--- config.mk ---
export PLATFORM = sky130hd
export DESIGN_NAME = clk_div_multi
export DESIGN_NICKNAME = d
export VERILOG_FILES = /design/src/rtl/clk_div_multi.sv
export SDC_FILE = /design/constraint.sdc
export NUM_CORES = 1
export LEC_CHECK = 0
export CAP_MARGIN = 20
export CELL_PAD_IN_SITES_DETAIL_PLACEMENT = 0
export CELL_PAD_IN_SITES_GLOBAL_PLACEMENT = 1
export CORE_ASPECT_RATIO = 1.25
export CORE_MARGIN = 2
export CORE_UTILIZATION = 41
export DETAILED_ROUTE_END_ITERATION = 7
export GPL_ROUTABILITY_DRIVEN = 1
export PLACE_DENSITY_LB_ADDON = 0.1
export SLEW_MARGIN = 20
export SYNTH_ARGS = -nofsm -noshare
export SYNTH_HDL_FRONTEND = slang
export SYNTH_SLANG_ARGS = --single-unit
--- constraint.sdc ---
create_clock -name CLK -period 1.7 [get_ports CLK]
set_input_delay 0.17 -clock CLK [delete_from_list [all_inputs] [get_ports CLK]]
set_output_delay 0.17 -clock CLK [all_outputs]
set_load 0.02 [all_outputs]
--- src/rtl/clk_div_multi.sv ---
// Multi-channel programmable clock divider with glitch-free divisor updates.
// Optional macro CLKDIV_SYNC_EN enables the SYNC phase-align restart.
module clk_div_multi #(
    parameter int NUM_CH      = 2,
    parameter int CNT_W       = 24,
    parameter int DEFAULT_DIV = 100000
) (
    input  logic              CLK,
    input  logic              RST,
    input  logic [NUM_CH-1:0] EN,
    input  logic              DIV_WE,
    input  logic [2:0]        DIV_SEL,
    input  logic [CNT_W-1:0]  DIV_DATA,
    input  logic              SYNC,
    output logic [NUM_CH-1:0] CLKOUT,
    output logic [NUM_CH-1:0] TICK,
    output logic [NUM_CH-1:0] PEND
);

    localparam logic [CNT_W-1:0] RST_DIV = CNT_W'(DEFAULT_DIV);

    logic sync_hit;

`ifdef CLKDIV_SYNC_EN
    assign sync_hit = SYNC;
`else
    logic unused_sync;
    assign unused_sync = SYNC;
    assign sync_hit    = 1'b0;
`endif

    for (genvar g = 0; g < NUM_CH; g++) begin : g_ch
        logic [CNT_W-1:0] cnt;
        logic [CNT_W-1:0] act_div;
        logic [CNT_W-1:0] pen_div;
        logic             clk_q;
        logic             tick_q;
        logic             pend_q;
        logic             wr;
        logic             tc;
        logic             apply;

        assign wr = DIV_WE && (DIV_SEL == 3'(g));
        assign tc = (cnt == act_div);
        // Pending divisor lands only on a half-period boundary, so no toggle is ever cut short.
        assign apply = pend_q && (!EN[g] || sync_hit || tc);

        always_ff @(posedge CLK) begin
            if (RST) begin
                cnt     <= '0;
                act_div <= RST_DIV;
                pen_div <= RST_DIV;
                clk_q   <= 1'b0;
                tick_q  <= 1'b0;
                pend_q  <= 1'b0;
            end else begin
                if (wr)
                    pen_div <= DIV_DATA;
                if (apply)
                    act_div <= pen_div;
                // A write coinciding with an apply stays pending for the next boundary.
                if (wr)
                    pend_q <= 1'b1;
                else if (apply)
                    pend_q <= 1'b0;

                if (!EN[g] || sync_hit) begin
                    cnt    <= '0;
                    clk_q  <= 1'b0;
                    tick_q <= 1'b0;
                end else if (tc) begin
                    cnt    <= '0;
                    clk_q  <= ~clk_q;
                    tick_q <= 1'b1;
                end else begin
                    cnt    <= cnt + CNT_W'(1);
                    tick_q <= 1'b0;
                end
            end
        end

        assign CLKOUT[g] = clk_q;
        assign TICK[g]   = tick_q;
        assign PEND[g]   = pend_q;
    end

endmodule
==> results by group <==
STA
  • Worst Clk Skew: around 0.0075 ns
  • Hold Vio Cnt, Final: 0
  • Least-Margin Pin Slew: 0.483 ns
  • RSZ-0062 raised after global routing: true
  • Slew Viols, Final: 0
  • Fin crit share: 108%
  • Maximum clock frequency: between 500 and 600 MHz
  • Setup ws final: -0.131 ns
  • Final setup violation count: 63
  • Max transition margin: ~68%
  • Final worst path period need: between 1.5 and 2 ns
  • Fin Setup TNS: -4.59 ns

Hold path
  • Hold Path End: g_ch[0].pend_q$_SDFFE_PP0P_
  • HP Class: input pin to flip-flop
  • Hold path cells: 2
  • Hold wc startpoint: RST

Global route
  • Vias in the first global route: about 5200
  • First-pass GRT wire length: roughly 25000 um
  • Largest net degree at the start of global routing: 39
  • Antenna violations before repair: 0
  • Overflow after GRT: 0
  • Overall routing resource usage: between 10% and 20%

Clock tree
  • Worst-path clk slew: 0.06 ns
  • Clock tree buffer depth: 2
  • Hold bufs inserted after CTS: 0
  • Clock buffer count from CTS: 17
  • CTS tree: yes
  • Sink Count: 150
  • H-tree Lvls: 4
  • CTS root buf: clkbuf_16
  • Skew-Pair Late Insertion Delay: ~0.42 ns

Setup path
  • Worst r2r dst: g_ch[0].act_div[12]$_SDFFE_PP0P_
  • Critical path data required time: 2.05 ns
  • Slowest CP cell: dfxtp_2
  • Worst r2r src: g_ch[0].act_div[13]$_SDFFE_PP0P_
  • CP max stage delay: around 0.34 ns
  • CP Buf/Inv Count: 2
  • Reg2reg path depth: 7
  • Worst Path Arrival: between 2 and 2.5 ns
  • Crit-path cells: xor2_2, nor4_2, nand4_2, o22ai_4, buf_12, buf_6, mux2i_1
  • CP delay by family, top: simple AND/OR/NAND/NOR gates
  • Crit path capture type: flip-flop
  • Reg2reg setup slack: -0.13 ns
  • CP Launch Type: flip-flop
  • Worst Setup Path Type: flip-flop to flip-flop
  • Crit Path Max Fanout: 6

Yosys
  • Top-area cell type share of the netlist area: between 40% and 50%
  • Ys flop type: dfxtp_1
  • Sequential fraction of the synthesis area: between 40% and 50%
  • Synth Instances: roughly 750
  • Post-synth ARST share: 0%
  • Flops & latches, synth: 150
  • Top cells by area, synth: dfxtp_1 45%, xor2_1 8.1%, mux2i_1 7.2%, nand2b_1 7.0%, nand2_1 6.3%
  • Area leader, netlist: dfxtp_1
  • YS warnings: 0
  • Cell variety after synth: 33
  • Syn nets: 780
  • Post-Syn Area: between 6000 and 7000 sq um
  • Synth Area per Inst: approximately 8.9 sq um
  • EDFF count, synth: 0

Cells and area
  • Layout cells sized above 1: ~18%
  • Area growth, synth to finish: 29.0%
  • Post-route design area: between 8000 and 9000 sq um
  • # nets final: roughly 900
  • Post-route insts no fill: about 1100
  • # diodes: 0
  • Fillers: between 1500 and 2000

Placed design
  • I/O Buffers: 37
  • Placer Congestion: 0.796
  • Cell Area, Placed: between 7000 and 8000 sq um
  • Dpl hpwl: around 11000 um
  • Placed cells: approximately 1000

Drt
  • Routed wire length: between 15000 and 20000 um
  • Detailed-route DRC error count: 0
  • Vias: just over 5000
  • Vias per inst: 4.79
  • DRT iter0 DRCs: between 200 and 250
  • Antenna Violating Nets Remaining: 0
  • DRT Pass-1 Iters: 4
  • DR WL/cell: ~15 um

Power
  • Pwr/cell area: about 900 nW/um^2
  • Total power: slightly below 8 mW
  • Max VDD drop: 595 uV
  • Leakage power: about 3.1 nW

Die
  • Initial Util: approximately two fifths
  • Core area: about 16000 sq um
  • Die Ht: 146 um
  • I/O Pins: 39
  • Site Rows: 52
  • Die width: between 100 and 150 um
  • Die ar.: roughly 17000 sq um

Run status
  • Status: finished with violations
  • Violated checks: negative setup slack

Job
  • Max Cap Violations: 0
## registers in the layout, summed over array words and instances (netlist names)
name / count
g_ch.cnt: 48
g_ch.clk_q: 2
g_ch.act_div: 48
g_ch.pend_q: 2
g_ch.tick_q: 2
g_ch.pen_div: 48
## cell type report
cell class / count / area (sq um) / area share, %
Timing Repair Buffer: 124 / 1160 / 13.6
Clock inverter: 11 / 124 / 1.45
Multi-Input combinational cell: 543 / 3470 / 40.6
Sequential cell: 150 / 3010 / 35.2
Clock buffer: 21 / 480 / 5.62
Inverter: 10 / 37.5 / 0.439
Tap cell: 216 / 270 / 3.16
## metal layers
metal  GRT usage (%)  part of all wire [%]
met3            4.30                   2.1
met2            33.1                    52
met1            20.5                    42
met4            7.89                   3.6
met5               0                     0
## through the flow
| stage | hold WS (ns) | setup slack (ns) | util (%) |
|---|---|---|---|
| floorplan | 0.291 | 0.00764 | - |
| global placement | 0.445 | -0.121 | 48.1 |
| detailed placement | 0.444 | -0.131 | 48.1 |
| CTS | 0.121 | -0.107 | 52.4 |
| global route | 0.157 | -0.218 | 53.5 |
| finish | 0.141 | -0.131 | 53.5 |
## power by group
group / switching, mW / internal [mW] / leakage [nW]
logic: 0.174 / 0.176 / 1.66
registers: 0.0214 / 3.55 / 1.21
clock network: 1.47 / 2.31 / 0.279
total: 1.67 / 6.04 / 3.15
## logic make-up (layout without fill, tap and decap cells)
group,count (synthesis),after routing,synth area share (%)
AND/OR/NAND/NOR,353,353,26.8
flip-flops,150,150,45.3
XOR/XNOR,92,92,12.1
buffers and inverters,52,166,3.83
AO/OA/AOI/OAI,48,48,4.34
multiplexers,48,48,7.24
adder cells (fa/ha/maj),2,2,0.377
## synthesized netlist by cell type, types with 10 or more instances
master    instances
nand2_1         111
nand3_1          15
nor2_1           82
a21oi_1          40
nor4_1           12
mux2i_1          48
xnor2_1          31
xor2_1           61
dfxtp_1         150
inv_1            10
nor3_1           10
clkbuf_1         26
nand2b_1         74
nand3b_1         12
## how the worst max path moves through the flow
stage,startpoint,to,slack [ns],depth (start not counted)
2_1_floorplan,g_ch[0].cnt[10]$_SDFF_PP0_,g_ch[0].act_div[0]$_SDFFE_PP0P_,0.008,6
3_3_place_gp,g_ch[1].act_div[9]$_SDFFE_PP1P_,g_ch[1].clk_q$_SDFFE_PP0P_,-0.12,6
3_5_place_dp,g_ch[1].act_div[9]$_SDFFE_PP1P_,g_ch[1].clk_q$_SDFFE_PP0P_,-0.13,6
4_1_cts,g_ch[0].act_div[1]$_SDFFE_PP0P_,g_ch[0].act_div[14]$_SDFFE_PP0P_,-0.11,6
5_1_grt,g_ch[0].act_div[13]$_SDFFE_PP0P_,g_ch[0].act_div[21]$_SDFFE_PP0P_,-0.22,7
6_report,g_ch[0].act_div[13]$_SDFFE_PP0P_,g_ch[0].act_div[12]$_SDFFE_PP0P_,-0.13,7
## what timing repair did
action,CTS,global route
pin swaps,16,12
gates resized for setup,16,20
endpoints found under the setup margin,69,100
cloned,2,3
endpoints found under the hold margin,0,0
buffers inserted,2,3
## placed cells by master, fill, tap and decap left out, drive strengths merged, types with 5 or more instances in the layout
cell and instances:
nand4 11, nor2 82, mux2i 48, and3 5
a21oi 40, nor3 10, nand3b 12, clkbuf 23
clkdlybuf4s50 36, clkinvlp 6, nand2 111, inv 10
and4 6, dfxtp 150, nand3 15, nand2b 74
xnor2 31, nor4 18, xor2 61, buf 86
No activity file was read; power rests on OpenSTA's default activity.
